--- src/rtl/pc_pkg.sv ---
//============================================================================
// Module      : pc_pkg
// Description : Shared constants and enumerations for the next-PC generator.
// Revision    : 1.0 - initial release
//============================================================================
`default_nettype none

package pc_pkg;

    localparam logic [15:0] DEFAULT_RESET_VECTOR = 16'h0000;
    localparam int unsigned PC_INC               = 1;

    typedef enum logic [0:0] {
        ST_RUN  = 1'b0,
        ST_HALT = 1'b1
    } pc_state_t;

    typedef enum logic [2:0] {
        SEL_RESET     = 3'd0,
        SEL_HOLD      = 3'd1,
        SEL_RET       = 3'd2,
        SEL_RET_EMPTY = 3'd3,
        SEL_CALL      = 3'd4,
        SEL_JUMP      = 3'd5,
        SEL_BRANCH    = 3'd6,
        SEL_INC       = 3'd7
    } pc_sel_t;

endpackage

`default_nettype wire

--- src/rtl/ras_stack.sv ---
//============================================================================
// Module      : ras_stack
// Description : Circular return-address stack; a push when full drops the
//               oldest entry, a pop when empty leaves the stack untouched.
// Revision    : 1.0 - initial release
//============================================================================
`default_nettype none

module ras_stack
    import pc_pkg::*;
#(
    parameter int unsigned WIDTH = 16,
    parameter int unsigned DEPTH = 4
) (
    input  logic             clk,
    input  logic             rst,
    input  logic             push,
    input  logic             pop,
    input  logic [WIDTH-1:0] push_data,
    output logic [WIDTH-1:0] top,
    output logic             empty,
    output logic             full,
    output logic             overflow_evt,
    output logic             underflow_evt
);

    localparam int unsigned PTR_W = $clog2(DEPTH);
    localparam int unsigned CNT_W = $clog2(DEPTH + 1);
    localparam logic [CNT_W-1:0] c_depth = CNT_W'(DEPTH);

    logic [WIDTH-1:0] r_mem [DEPTH];
    logic [PTR_W-1:0] r_ptr;
    logic [CNT_W-1:0] r_count;
    logic [PTR_W-1:0] w_ptr_inc;
    logic [PTR_W-1:0] w_ptr_dec;

    // r_ptr addresses the newest entry; wrap-around relies on DEPTH being a power of two
    assign w_ptr_inc     = r_ptr + PTR_W'(1);
    assign w_ptr_dec     = r_ptr - PTR_W'(1);
    assign empty         = (r_count == '0);
    assign full          = (r_count == c_depth);
    assign top           = r_mem[r_ptr];
    assign overflow_evt  = push & full;
    assign underflow_evt = pop & ~push & empty;

    always_ff @(posedge clk or posedge rst) begin
        if (rst) begin
            r_ptr   <= '0;
            r_count <= '0;
            for (int unsigned i = 0; i < DEPTH; i++) begin
                r_mem[i] <= '0;
            end
        end else if (push) begin
            r_ptr            <= w_ptr_inc;
            r_mem[w_ptr_inc] <= push_data;
            if (!full) begin
                r_count <= r_count + CNT_W'(1);
            end
        end else if (pop && !empty) begin
            r_ptr   <= w_ptr_dec;
            r_count <= r_count - CNT_W'(1);
        end
    end

endmodule

`default_nettype wire

--- src/rtl/pc_next_unit.sv ---
//============================================================================
// Module      : pc_next_unit
// Description : Next-PC selection, run/halt FSM and optional return-address
//               stack (built when PC_NEXT_RAS_EN is defined).
// Revision    : 1.0 - initial release
//============================================================================
`default_nettype none

module pc_next_unit
    import pc_pkg::*;
#(
    parameter int unsigned          BUS_WIDTH    = 16,
    parameter int unsigned          RAS_DEPTH    = 4,
    parameter logic [BUS_WIDTH-1:0] RESET_VECTOR = BUS_WIDTH'(DEFAULT_RESET_VECTOR)
) (
    input  logic                 clk,
    input  logic                 rst,
    input  logic [BUS_WIDTH-1:0] pc,
    input  logic                 stall,
    input  logic                 halt,
    input  logic                 branch_taken,
    input  logic [BUS_WIDTH-1:0] branch_target,
    input  logic                 jump,
    input  logic                 call,
    input  logic [BUS_WIDTH-1:0] jump_target,
    input  logic                 ret,
    output logic [BUS_WIDTH-1:0] pc_next,
    output logic                 halted,
    output logic                 ras_overflow,
    output logic                 ras_underflow
);

    pc_state_t              r_state;
    pc_state_t              w_state_next;
    pc_sel_t                w_sel;
    logic [BUS_WIDTH-1:0]   w_pc_inc;
    logic [BUS_WIDTH-1:0]   w_ret_addr;
    logic                   w_ras_empty;
    logic                   w_push;
    logic                   w_pop;

    generate
        if (RAS_DEPTH < 2 || (RAS_DEPTH & (RAS_DEPTH - 1)) != 0) begin : g_bad_depth
            $error("RAS_DEPTH must be a power of two and at least 2");
        end
    endgenerate

    assign w_pc_inc = pc + BUS_WIDTH'(PC_INC);
    assign halted   = (r_state == ST_HALT);

    always_ff @(posedge clk or posedge rst) begin
        if (rst) begin
            r_state <= ST_RUN;
        end else begin
            r_state <= w_state_next;
        end
    end

    // HALT is only left through reset
    always_comb begin
        w_state_next = r_state;
        if (r_state == ST_RUN && halt && !stall) begin
            w_state_next = ST_HALT;
        end
    end

    always_comb begin
        w_sel = SEL_INC;
        if (rst) begin
            w_sel = SEL_RESET;
        end else if (r_state == ST_HALT || stall) begin
            w_sel = SEL_HOLD;
        end else if (ret) begin
            w_sel = w_ras_empty ? SEL_RET_EMPTY : SEL_RET;
        end else if (call) begin
            w_sel = SEL_CALL;
        end else if (jump) begin
            w_sel = SEL_JUMP;
        end else if (branch_taken) begin
            w_sel = SEL_BRANCH;
        end
    end

    always_comb begin
        pc_next = w_pc_inc;
        case (w_sel)
            SEL_RESET:     pc_next = RESET_VECTOR;
            SEL_HOLD:      pc_next = pc;
            SEL_RET:       pc_next = w_ret_addr;
            SEL_RET_EMPTY: pc_next = w_pc_inc;
            SEL_CALL:      pc_next = jump_target;
            SEL_JUMP:      pc_next = jump_target;
            SEL_BRANCH:    pc_next = branch_target;
            default:       pc_next = w_pc_inc;
        endcase
    end

    // Hold/reset selections never reach these, so stall and HALT suppress stack effects
    assign w_push = (w_sel == SEL_CALL);
    assign w_pop  = (w_sel == SEL_RET) || (w_sel == SEL_RET_EMPTY);

`ifdef PC_NEXT_RAS_EN
    logic [BUS_WIDTH-1:0] w_ras_top;
    logic                 w_ras_full_unused;
    logic                 w_ovf_evt;
    logic                 w_unf_evt;
    logic                 r_ras_overflow;
    logic                 r_ras_underflow;

    ras_stack #(
        .WIDTH (BUS_WIDTH),
        .DEPTH (RAS_DEPTH)
    ) u_ras (
        .clk           (clk),
        .rst           (rst),
        .push          (w_push),
        .pop           (w_pop),
        .push_data     (w_pc_inc),
        .top           (w_ras_top),
        .empty         (w_ras_empty),
        .full          (w_ras_full_unused),
        .overflow_evt  (w_ovf_evt),
        .underflow_evt (w_unf_evt)
    );

    assign w_ret_addr = w_ras_top;

    always_ff @(posedge clk or posedge rst) begin
        if (rst) begin
            r_ras_overflow  <= 1'b0;
            r_ras_underflow <= 1'b0;
        end else begin
            r_ras_overflow  <= r_ras_overflow | w_ovf_evt;
            r_ras_underflow <= r_ras_underflow | w_unf_evt;
        end
    end

    assign ras_overflow  = r_ras_overflow;
    assign ras_underflow = r_ras_underflow;
`else
    // Without a stack, returns are register-sourced through jump_target
    logic w_stack_unused;
    assign w_stack_unused = w_push | w_pop;
    assign w_ras_empty    = 1'b0;
    assign w_ret_addr     = jump_target;
    assign ras_overflow   = 1'b0;
    assign ras_underflow  = 1'b0;
`endif

endmodule

`default_nettype wire
--- config.mk ---
export PLATFORM = sky130hd
export DESIGN_NAME = pc_next_unit
export DESIGN_NICKNAME = d
export VERILOG_FILES = /design/src/rtl/pc_pkg.sv /design/src/rtl/ras_stack.sv /design/src/rtl/pc_next_unit.sv
export SDC_FILE = /design/constraint.sdc
export NUM_CORES = 1
export LEC_CHECK = 0
export CAP_MARGIN = 25
export CORE_MARGIN = 3
export CORE_UTILIZATION = 32
export CTS_CLUSTER_SIZE = 8
export DETAILED_ROUTE_END_ITERATION = 12
export GPL_TIMING_DRIVEN = 0
export PLACE_DENSITY = 0.82
export SLEW_MARGIN = 40
export SYNTH_ARGS = -nofsm -noshare
export SYNTH_HDL_FRONTEND = slang
export SYNTH_SLANG_ARGS = --single-unit
export TNS_END_PERCENT = 5
--- constraint.sdc ---
create_clock -name clk -period 2.8 [get_ports clk]
set_input_delay 0.7 -clock clk [delete_from_list [all_inputs] [get_ports clk]]
set_output_delay 0.7 -clock clk [all_outputs]
set_load 0.01 [all_outputs]
**After elaboration in Yosys (flattened, before gate mapping)**

Index checks and enable logic that the tools add are counted.

- Bits in registers: 1
- Input port bits: 56

- Add/subtract/negate cells: 1
- Equal/unequal tests: 5
- Muxes and demuxes: 7
- Bitwise gates (word level): 1
- Reductions and logical operators: 6

Operator list:

| kind | number |
|---|---|
| $pmux W16 S4 | 1 |
| $add A16 B1 Y16 const B | 1 |
| $eq A3 B3 Y1 const B | 3 |
| $mux W3 | 3 |
| $mux W2 | 2 |
| $eq A3 B1 Y1 const B | 1 |
| $eq A3 B2 Y1 const B | 1 |
| $logic_not A3 Y1 | 1 |
| $reduce_or A3 Y1 | 1 |
| $logic_and A1 B1 Y1 | 2 |
| $logic_not A1 Y1 | 1 |
| $logic_or A1 B1 Y1 | 1 |
| $mux W1 | 1 |
| $not A1 Y1 | 1 |

**Depth between registers and ports, before layout**

Gate-level depths: netlist of the first run.

- Word-level depth: 9
- Gate-level depth with buffers: 6
- Mapped depth without buffers: 6

**Least setup slack after synthesis of the first run**

Ideal clock, no wire load.

- Kind: in2out
- From: input port jump
- To: output port pc_next[10]
- Data arrival time: 1.949 ns
- Setup slack: 0.151 ns
- Stages on the path: 6
- Buffers on the path: 1
- Cells stage by stage: or3_4 -> nor4_4 -> buf_4 -> o21a_1 -> a221oi_1 -> nor3_1

- Word-level cells in the longest chain between the ends: 8
- Elaborated cells between the ends (all ways): 13
- Those cells by class: 5 x eq/ne; 6 x mux; 2 x reduce/logical

RTL lines:

| item | RTL line | text |
|---|---|---|
| start, declared | pc_next_unit.sv:23 | `input logic jump,` |
| $mux W2 (*) | pc_next_unit.sv:77 | `end else if (jump) begin` |
| $mux W2 (*) | pc_next_unit.sv:75 | `end else if (call) begin` |
| $mux W3 (*) | pc_next_unit.sv:73 | `end else if (ret) begin` |
| $mux W3 (*) | pc_next_unit.sv:71 | `end else if (r_state == ST_HALT \|\| stall) begin` |
| $mux W3 (*) | pc_next_unit.sv:69 | `if (rst) begin` |
| $eq A3 B3 Y1 / $eq A3 B2 Y1 (equally long branches) | n/a |  |
| $reduce_or A3 Y1 (no source line) | n/a |  |
| $pmux W16 S4 (*) | pc_next_unit.sv:86 | `case (w_sel)` |
| end, declared | pc_next_unit.sv:27 | `output logic [BUS_WIDTH-1:0] pc_next,` |

Mark *: on every way between the ends. The rest lies on a longest branch, timed or not.

**Worst setup path in the final report of the first run**

- From: input port ret
- To: output port pc_next[13]

- Word-level cells in the longest chain between the ends: 6
- Elaborated cells between the ends (all ways): 11
- Those cells by class: 5 x eq/ne; 4 x mux; 2 x reduce/logical

RTL lines:

| item | RTL line | text |
|---|---|---|
| start, declared | pc_next_unit.sv:26 | `input logic ret,` |
| $mux W3 (*) | pc_next_unit.sv:73 |  |
| $mux W3 (*) | pc_next_unit.sv:71 |  |
| $mux W3 (*) | pc_next_unit.sv:69 |  |
| $eq A3 B3 Y1 / $eq A3 B2 Y1 (equally long branches) | n/a |  |
| $reduce_or A3 Y1 (no source line) | n/a |  |
| $pmux W16 S4 (*) | pc_next_unit.sv:86 |  |

Marks and branches as above.

==> results.json, run 1 <==
{
  "grt.total_usage_pct": 21.7,
  "critPathLaunchType": "primary input",
  "area_growth_pct": 97.3,
  "grt_overflow": 0,
  "antenna_left": 0,
  "diodes": 0,
  "syn_inst": 124,
  "fillers": 216,
  "cp-end-kind": "output port",
  "seq_area_sq_um": 25.0,
  "grt_pass1_vias": 1275,
  "drt_iter0_drc": 111,
  "dieArea_sq_um": 3300,
  "finalSetupViolations": 12,
  "drive_gt1_share_pct": 34.5,
  "pwr-share-comb_pct": 92.3,
  "drt-wirelength-per-cell_um": 16.6,
  "fin_nets": 265,
  "critPathMostFrequentCell": "buf_6",
  "power_w": 0.000190,
  "power_density_nw_per_um2": 114,
  "cp.required_ns": 2.10,
  "place_congestion": 0.809,
  "p_sw_w": 0.0000794,
  "yosysWarningCount": 0,
  "cpMaxStageDelayCell": "or3_4",
  "final_cell_mix": "clkdlybuf4s50_1, buf_2, nand2_1",
  "fin_cells": 236,
  "power.share.sequential_pct": 7.7,
  "drt_wl_total_um": 3910,
  "report.final.slew_viol_count": 0,
  "clk_latency_ns": 0,
  "num_vias": 1370,
  "switching_share_pct": 41.7,
  "final_common_cell": "clkdlybuf4s50_1",
  "antenna_found_initial": 0,
  "fin_util_pct": 67.0,
  "routed_via_density": 5.81,
  "ys_types": 43,
  "dp_hpwl_um": 2800,
  "yosysSeqAreaShare_pct": 2.95,
  "core.rowCount": 18,
  "pwr-share-clk_pct": 0,
  "grt_max_degree": 11,
  "fin_ws_ns": -0.129,
  "port_buffers": 71,
  "finalSetupTns_ns": -0.734,
  "ys_ff_latch": 1,
  "avgSynthCellArea_sq_um": 6.84,
  "status": "finished with violations",
  "dp.cells": 226,
  "post-place-ws_ns": -1.03,
  "start_util_pct": 33.9,
  "p_leak_nw": 0.733,
  "finalCriticalPeriod_ns": 2.93,
  "fin_skew_ns": 0,
  "fmax_mhz": 341,
  "hold_class": "reg -> reg",
  "internal_power_w": 0.000111,
  "chipHeight_um": 57.5,
  "finalCritPeriodShare_pct": 105,
  "clk_pin_slew_ns": 0,
  "die_w_um": 57.5,
  "cp_max_fo": 7,
  "syn_area_sq_um": 848,
  "cp.arrival_ns": 2.23,
  "multi_input_area_sq_um": 857,
  "async_flop_share_pct": 100,
  "maxCapViolCount": 0,
  "synth_edf_count": 0,
  "rsz0062_at_grt": "true",
  "critical_path.cell_chain": "buf_6 -> or3_4 -> nor4_4 -> buf_6 -> buf_6 -> buf_6 -> a32oi_1 -> o211ai_1 -> buf_2",
  "finalHoldViolations": 0,
  "path_class": "in -> out",
  "io_pins": 75,
  "drt_pre_antenna_iters": 4,
  "grt_first_pass_wirelength_um": 5930,
  "failed_checks": "setup timing",
  "worst_path_largest_cell_delay_ns": 0.41,
  "core_sq_um": 2500,
  "synth_ff_type": "dfrtp_1",
  "ir_drop_mv": 0.0691,
  "drc_errors": 0,
  "largest_reg_flops": 1
}
power groups by stage:
stage	clock (W)	sequential, W	combinational (W)
floorplan	0	0.0000147	0.0000567
global placement	0	0.0000147	0.000177
detailed placement	0	0.0000147	0.000181
CTS	0	0.0000147	0.000172
global route	0	0.0000147	0.000189
finish	0	0.0000147	0.000176
per-layer routing:
| metal | wire length (um) | global-route usage (%) | up-vias |
|---|---|---|---|
| met5 | 0 | 0 | - |
| met4 | 74 | 2.65 | 0 |
| met3 | 313 | 2.04 | 8 |
| met2 | 2010 | 39.0 | 74 |
| met1 | 1510 | 28.7 | 643 |
| li1 | - | - | 645 |
worst max-delay path: cells and delay by family:
family / cells / cell delay [ns]
AND/OR/NAND/NOR: 2 / 0.67
buffers and inverters: 5 / 0.63
AO/OA/AOI/OAI: 2 / 0.22
cell families (layout without fill, tap and decap cells):
| kind of cell | Yosys count | count (layout) | synth area share (%) |
|---|---|---|---|
| xor+xnor | 8 | 8 | 8.26 |
| buf+inv | 13 | 94 | 10.2 |
| fa+ha+maj | 1 | 1 | 1.47 |
| compound gates | 48 | 48 | 38.8 |
| flops | 1 | 1 | 2.95 |
| simple gates | 48 | 48 | 33.2 |
| mux | 4 | 4 | 4.72 |
| other cells | 1 | 2 | 0.442 |
cell usage after synthesis (2+ instances only):
library cell	number	area, sq um
nand2_1	14	52.6
o21ai_0	14	70.1
a22oi_1	10	75.1
nor2_1	7	26.3
xor2_1	6	52.6
nand3_1	5	25.0
a21oi_1	4	20.0
buf_4	4	30.0
inv_1	4	15.0
mux2i_1	4	40.0
nor3_1	4	20.0
a31oi_1	3	18.8
buf_2	3	15.0
nand4_1	3	18.8
nor4_1	3	18.8
o21a_1	3	22.5
a211oi_1	2	15.0
a221oi_1	2	17.5
a32oi_1	2	17.5
and3_1	2	12.5
and4_1	2	17.5
xnor2_1	2	17.5
metrics by stage:
stage / cell area (sq um) / hold WS [ns]
after floorplan: 852 / 0.474
after global placement: 1600 / 0.539
after detailed placement: 1600 / 0.544
after CTS: 1690 / 0.601
after global routing: 1670 / 0.639
final: 1670 / 0.603
cell type report:
class / count / share of cell area [%]
repair buffers: 82 / 40.2
multi-input cells: 111 / 51.2
well taps: 30 / 2.24
plain buffers: 8 / 3.96
flip-flops and latches: 1 / 1.49
inverters: 4 / 0.897
path summary, 6_finish.rpt:
| path | start | cells past startpoint | endpoint | slack (ns) |
|---|---|---|---|---|
| max | ret | 9 | pc_next[13] | -0.13 |
| min | halted | 1 | halted | 0.60 |
| min reg2reg | halted | 1 | halted | 0.60 |
| min in group asynchronous | rst | 2 | halted | 0.82 |
| max reg2reg | halted | 1 | halted | 2.07 |
| max in group asynchronous | rst | 2 | halted | 1.86 |
what timing repair did:
| action | CTS | global route |
|---|---|---|
| gates cloned | 0 | 0 |
| resized for setup | 127 | 28 |
| endpoints found under the setup margin | 16 | 16 |
| setup buffers | 9 | 2 |
| pin swaps | 21 | 7 |
| hold buffers | 0 | 0 |
(Power assumes the default switching activity.)
==> run 2: changes to the inputs <==
--- a/config.mk
+++ b/config.mk
@@ -12,7 +12,7 @@
 export DETAILED_ROUTE_END_ITERATION = 12
 export GPL_TIMING_DRIVEN = 0
 export PLACE_DENSITY = 0.82
-export SLEW_MARGIN = 40
+export SETUP_SLACK_MARGIN = 0.4
 export SYNTH_ARGS = -nofsm -noshare
 export SYNTH_HDL_FRONTEND = slang
 export SYNTH_SLANG_ARGS = --single-unit
==> results.json, run 2 (synthesis gave the netlist of run 1 again) <==
{
  "drt-wirelength-per-cell_um": 16.8,
  "antenna_found_initial": 0,
  "report.final.slew_viol_count": 0,
  "drc_errors": 0,
  "grt.total_usage_pct": 24.3,
  "io_pins": 75,
  "area_growth_pct": 103,
  "ir_drop_mv": 0.0876,
  "largest_reg_flops": 1,
  "die_w_um": 57.5,
  "status": "finished with violations",
  "grt_max_degree": 11,
  "fin_cells": 241,
  "final_cell_mix": "clkdlybuf4s50_1, buf_2, buf_4",
  "fin_util_pct": 69.0,
  "rr_startpoint": "halted",
  "p_sw_w": 0.0000804,
  "finalCritPeriodShare_pct": 108,
  "cp-end-kind": "output port",
  "place_area_sq_um": 1610,
  "drt_pre_antenna_iters": 4,
  "fillers": 219,
  "rsz0062_at_grt": "true",
  "cts_hold_buffers": 0,
  "fin_nets": 270,
  "power_density_nw_per_um2": 112,
  "routed_via_density": 5.74,
  "final_common_cell": "clkdlybuf4s50_1",
  "clk_latency_ns": 0,
  "diodes": 0,
  "pwr-share-comb_pct": 92.4,
  "critPathLaunchType": "primary input",
  "drt_wl_total_um": 4060,
  "grt_overflow": 0,
  "switching_share_pct": 41.7,
  "path_class": "in -> out",
  "hold_ws_ns": 0.620,
  "dp.cells": 226,
  "drive_gt1_share_pct": 35.5,
  "critical_path.cell_chain": "buf_6 -> or3_4 -> nor4_4 -> nand2b_1 -> buf_4 -> buf_6 -> o211ai_1 -> buf_2",
  "seq_area_sq_um": 25.0,
  "maxCapViolCount": 0,
  "cp_max_fo": 4,
  "fin_ws_ns": -0.210,
  "cpMaxStageDelayCell": "or3_4",
  "multi_input_area_sq_um": 867,
  "critPathMostFrequentCell": "buf_6",
  "cp.required_ns": 2.10,
  "grt_pass1_vias": 1463,
  "chipHeight_um": 57.5,
  "p_leak_nw": 0.762,
  "power_w": 0.000193,
  "pwr-share-clk_pct": 0,
  "core.rowCount": 18,
  "num_vias": 1383,
  "startpoint": "ret",
  "start_util_pct": 33.9,
  "port_buffers": 71,
  "finalCriticalPeriod_ns": 3.01,
  "antenna_left": 0,
  "finalSetupViolations": 11,
  "post-route-cell-area_sq_um": 1730,
  "dieArea_sq_um": 3300,
  "failed_checks": "setup timing",
  "cp.arrival_ns": 2.31,
  "dp_hpwl_um": 2870,
  "internal_power_w": 0.000112,
  "finalHoldViolations": 0,
  "hold_start": "halted",
  "drt_iter0_drc": 68,
  "grt_first_pass_wirelength_um": 6570,
  "clk_pin_slew_ns": 0,
  "core_sq_um": 2500,
  "fin_skew_ns": 0,
  "place_congestion": 0.826,
  "power.share.sequential_pct": 7.6,
  "worst_path_largest_cell_delay_ns": 0.41,
  "hold_class": "reg -> reg",
  "fmax_mhz": 332
}
-- run 2: stage by stage --
stage / TNS (ns) / setup slack, ns
after detailed placement: -13.24 / -1.00
after global placement: -12.88 / -0.995
final: -1.24 / -0.210
after CTS: -1.59 / -0.192
after floorplan: 0 / 0.182
after global routing: -2.47 / -0.272
-- run 2: repair_timing --
item | 4_1_cts | 5_1_grt
pin swaps | 22 | 4
endpoints found under the hold margin | 0 | 0
endpoints found under the setup margin | 16 | 16
setup buffers | 15 | 0
gates resized for setup | 143 | 13
-- run 2: final timing paths --
check / to / slack (ns) / cells after the start
worst max register to register: halted / 2.05 / 1
worst min-delay path: halted / 0.62 / 1
max in group asynchronous: halted / 1.79 / 2
min in group asynchronous: halted / 0.85 / 2
worst max-delay path: pc_next[13] / -0.21 / 8
worst min register to register: halted / 0.62 / 1
-- run 2: power by group through the flow --
stage / Sequential [W] / Clock, W / Combinational [W]
after floorplan: 0.0000147 / 0 / 0.0000573
after global placement: 0.0000147 / 0 / 0.000178
after detailed placement: 0.0000147 / 0 / 0.000181
after CTS: 0.0000147 / 0 / 0.000175
after global routing: 0.0000147 / 0 / 0.000191
final: 0.0000147 / 0 / 0.000178
-- run 2: worst max-delay path: cells and delay by family --
| kind | cells | cell delay (ns) |
|---|---|---|
| AO/OA/AOI/OAI | 1 | 0.17 |
| buffers and inverters | 4 | 0.56 |
| AND/OR/NAND/NOR | 3 | 0.89 |
-- run 2: per-layer routing --
metal | GRT usage [%] | share of wire, %
met4 | 7.62 | 3.6
met1 | 28.7 | 36
met2 | 45.6 | 52
met5 | 0 | 0
met3 | 2.04 | 7.6
-- run 2: layout make-up --
class | count | share of cell area (%)
sequential | 1 | 1.45
tap | 30 | 2.18
timing repair buffer | 86 | 40.7
buffer | 9 | 4.57
multi-input combinational | 111 | 50.3
inverter | 4 | 0.870
==> run 3: changes to the inputs <==
--- a/config.mk
+++ b/config.mk
@@ -11,6 +11,7 @@
 export CTS_CLUSTER_SIZE = 8
 export DETAILED_ROUTE_END_ITERATION = 12
 export GPL_TIMING_DRIVEN = 0
+export MAX_ROUTING_LAYER = met4
 export PLACE_DENSITY = 0.82
 export SETUP_SLACK_MARGIN = 0.4
 export SYNTH_ARGS = -nofsm -noshare
==> results.json, run 3 (synthesis gave the netlist of run 1 again) <==
{
  "status": "finished with violations",
  "failed_checks": "setup timing",
  "p_leak_nw": 0.762,
  "rsz0062_at_grt": "true",
  "final_cell_mix": "clkdlybuf4s50_1, buf_2, buf_4",
  "fin_cells": 241,
  "cp-end-kind": "output port",
  "core_sq_um": 2500,
  "drc_errors": 0,
  "seq_area_sq_um": 25.0,
  "grt_first_pass_wirelength_um": 6560,
  "num_vias": 1383,
  "final_common_cell": "clkdlybuf4s50_1",
  "cp.arrival_ns": 2.31,
  "die_w_um": 57.5,
  "cp_num_buf_inv": 4,
  "power_w": 0.000193,
  "cp_max_fo": 4,
  "multi_input_area_sq_um": 867,
  "clk_pin_slew_ns": 0,
  "finalCriticalPeriod_ns": 3.01,
  "hold_class": "reg -> reg",
  "cp.required_ns": 2.10,
  "report.final.slew_viol_count": 0,
  "worst_path_largest_cell_delay_ns": 0.41,
  "grt_overflow": 0,
  "largest_reg_flops": 1,
  "fin_ws_ns": -0.210,
  "cts_hold_buffers": 0,
  "cpMaxStageDelayCell": "or3_4",
  "critical_path.cell_chain": "buf_6 -> or3_4 -> nor4_4 -> nand2b_1 -> buf_4 -> buf_6 -> o211ai_1 -> buf_2",
  "post-place-ws_ns": -1.00,
  "diodes": 0,
  "drive_gt1_share_pct": 35.5,
  "ir_drop_mv": 0.0876,
  "power_density_nw_per_um2": 112,
  "maxCapViolCount": 0,
  "drt_wl_total_um": 4060,
  "area_growth_pct": 103,
  "start_util_pct": 33.9,
  "fmax_mhz": 332,
  "critPathMostFrequentCell": "buf_6",
  "io_pins": 75,
  "dieArea_sq_um": 3300,
  "critPathLaunchType": "primary input",
  "core.rowCount": 18,
  "fin_skew_ns": 0,
  "path_delay_family": "simple AND/OR/NAND/NOR gates",
  "path_class": "in -> out",
  "antenna_left": 0,
  "fin_nets": 270,
  "finalCritPeriodShare_pct": 108,
  "place_congestion": 0.838,
  "drt_iter0_drc": 68,
  "port_buffers": 71,
  "dp.cells": 226,
  "chipHeight_um": 57.5,
  "antenna_found_initial": 0,
  "drt-wirelength-per-cell_um": 16.8,
  "dp_hpwl_um": 2870,
  "clk_latency_ns": 0,
  "fillers": 219,
  "routed_via_density": 5.74,
  "finalSetupViolations": 11,
  "finalHoldViolations": 0,
  "grt.total_usage_pct": 25.0,
  "drt_pre_antenna_iters": 4,
  "grt_max_degree": 11,
  "grt_pass1_vias": 1469
}
-- run 3: cell counts in the layout (fill, tap and decap cells not counted) --
No cell type changed its count.
-- run 3: layout make-up --
type,instances,area share [%]
Timing Repair Buffer,86,40.7
Multi-Input combinational cell,111,50.3
Tap cell,30,2.18
Sequential cell,1,1.45
Inverter,4,0.870
Buffer,9,4.57
-- run 3: where the power goes --
part / internal (W) / switching [W] / total [W]
registers: 0.0000147 / 0.0000000000644 / 0.0000147
logic: 0.0000976 / 0.0000804 / 0.000178
clock network: 0 / 0 / 0
total: 0.000112 / 0.0000804 / 0.000193
-- run 3: worst paths after layout --
kind | from | end | slack (ns) | depth (start not counted)
worst max-delay path | ret | pc_next[13] | -0.21 | 8
worst min-delay path | halted | halted | 0.62 | 1
worst max register to register | halted | halted | 2.05 | 1
worst min register to register | halted | halted | 0.62 | 1
max in group asynchronous | rst | halted | 1.79 | 2
min in group asynchronous | rst | halted | 0.85 | 2
-- run 3: repair_timing --
action                                  in CTS  in global routing
resized for setup                          143                 13
endpoints found under the setup margin      16                 16
pin swaps                                   22                  4
setup buffers                               15                  0
-- run 3: per-layer routing --
metal / wire length, um / up-vias / share of wire [%] / GRT usage, %
li1: - / 654 / - / -
met1: 1490 / 640 / 37 / 28.7
met2: 2130 / 75 / 52 / 45.6
met3: 294 / 14 / 7.2 / 1.36
met4: 144 / 0 / 3.6 / 7.95
met5: 0 / - / 0 / -
-- run 3: through the flow --
step                      cell area (sq um)  hold slack, ns  setup TNS [ns]  utilization [%]
after floorplan                         862           0.478               0                -
after global placement                 1610           0.538          -12.88             64.4
after detailed placement               1610           0.555          -13.24             64.4
after CTS                              1740           0.608           -1.59             69.7
after global routing                   1730           0.654           -2.47             69.0
final                                  1730           0.620           -1.24             69.0
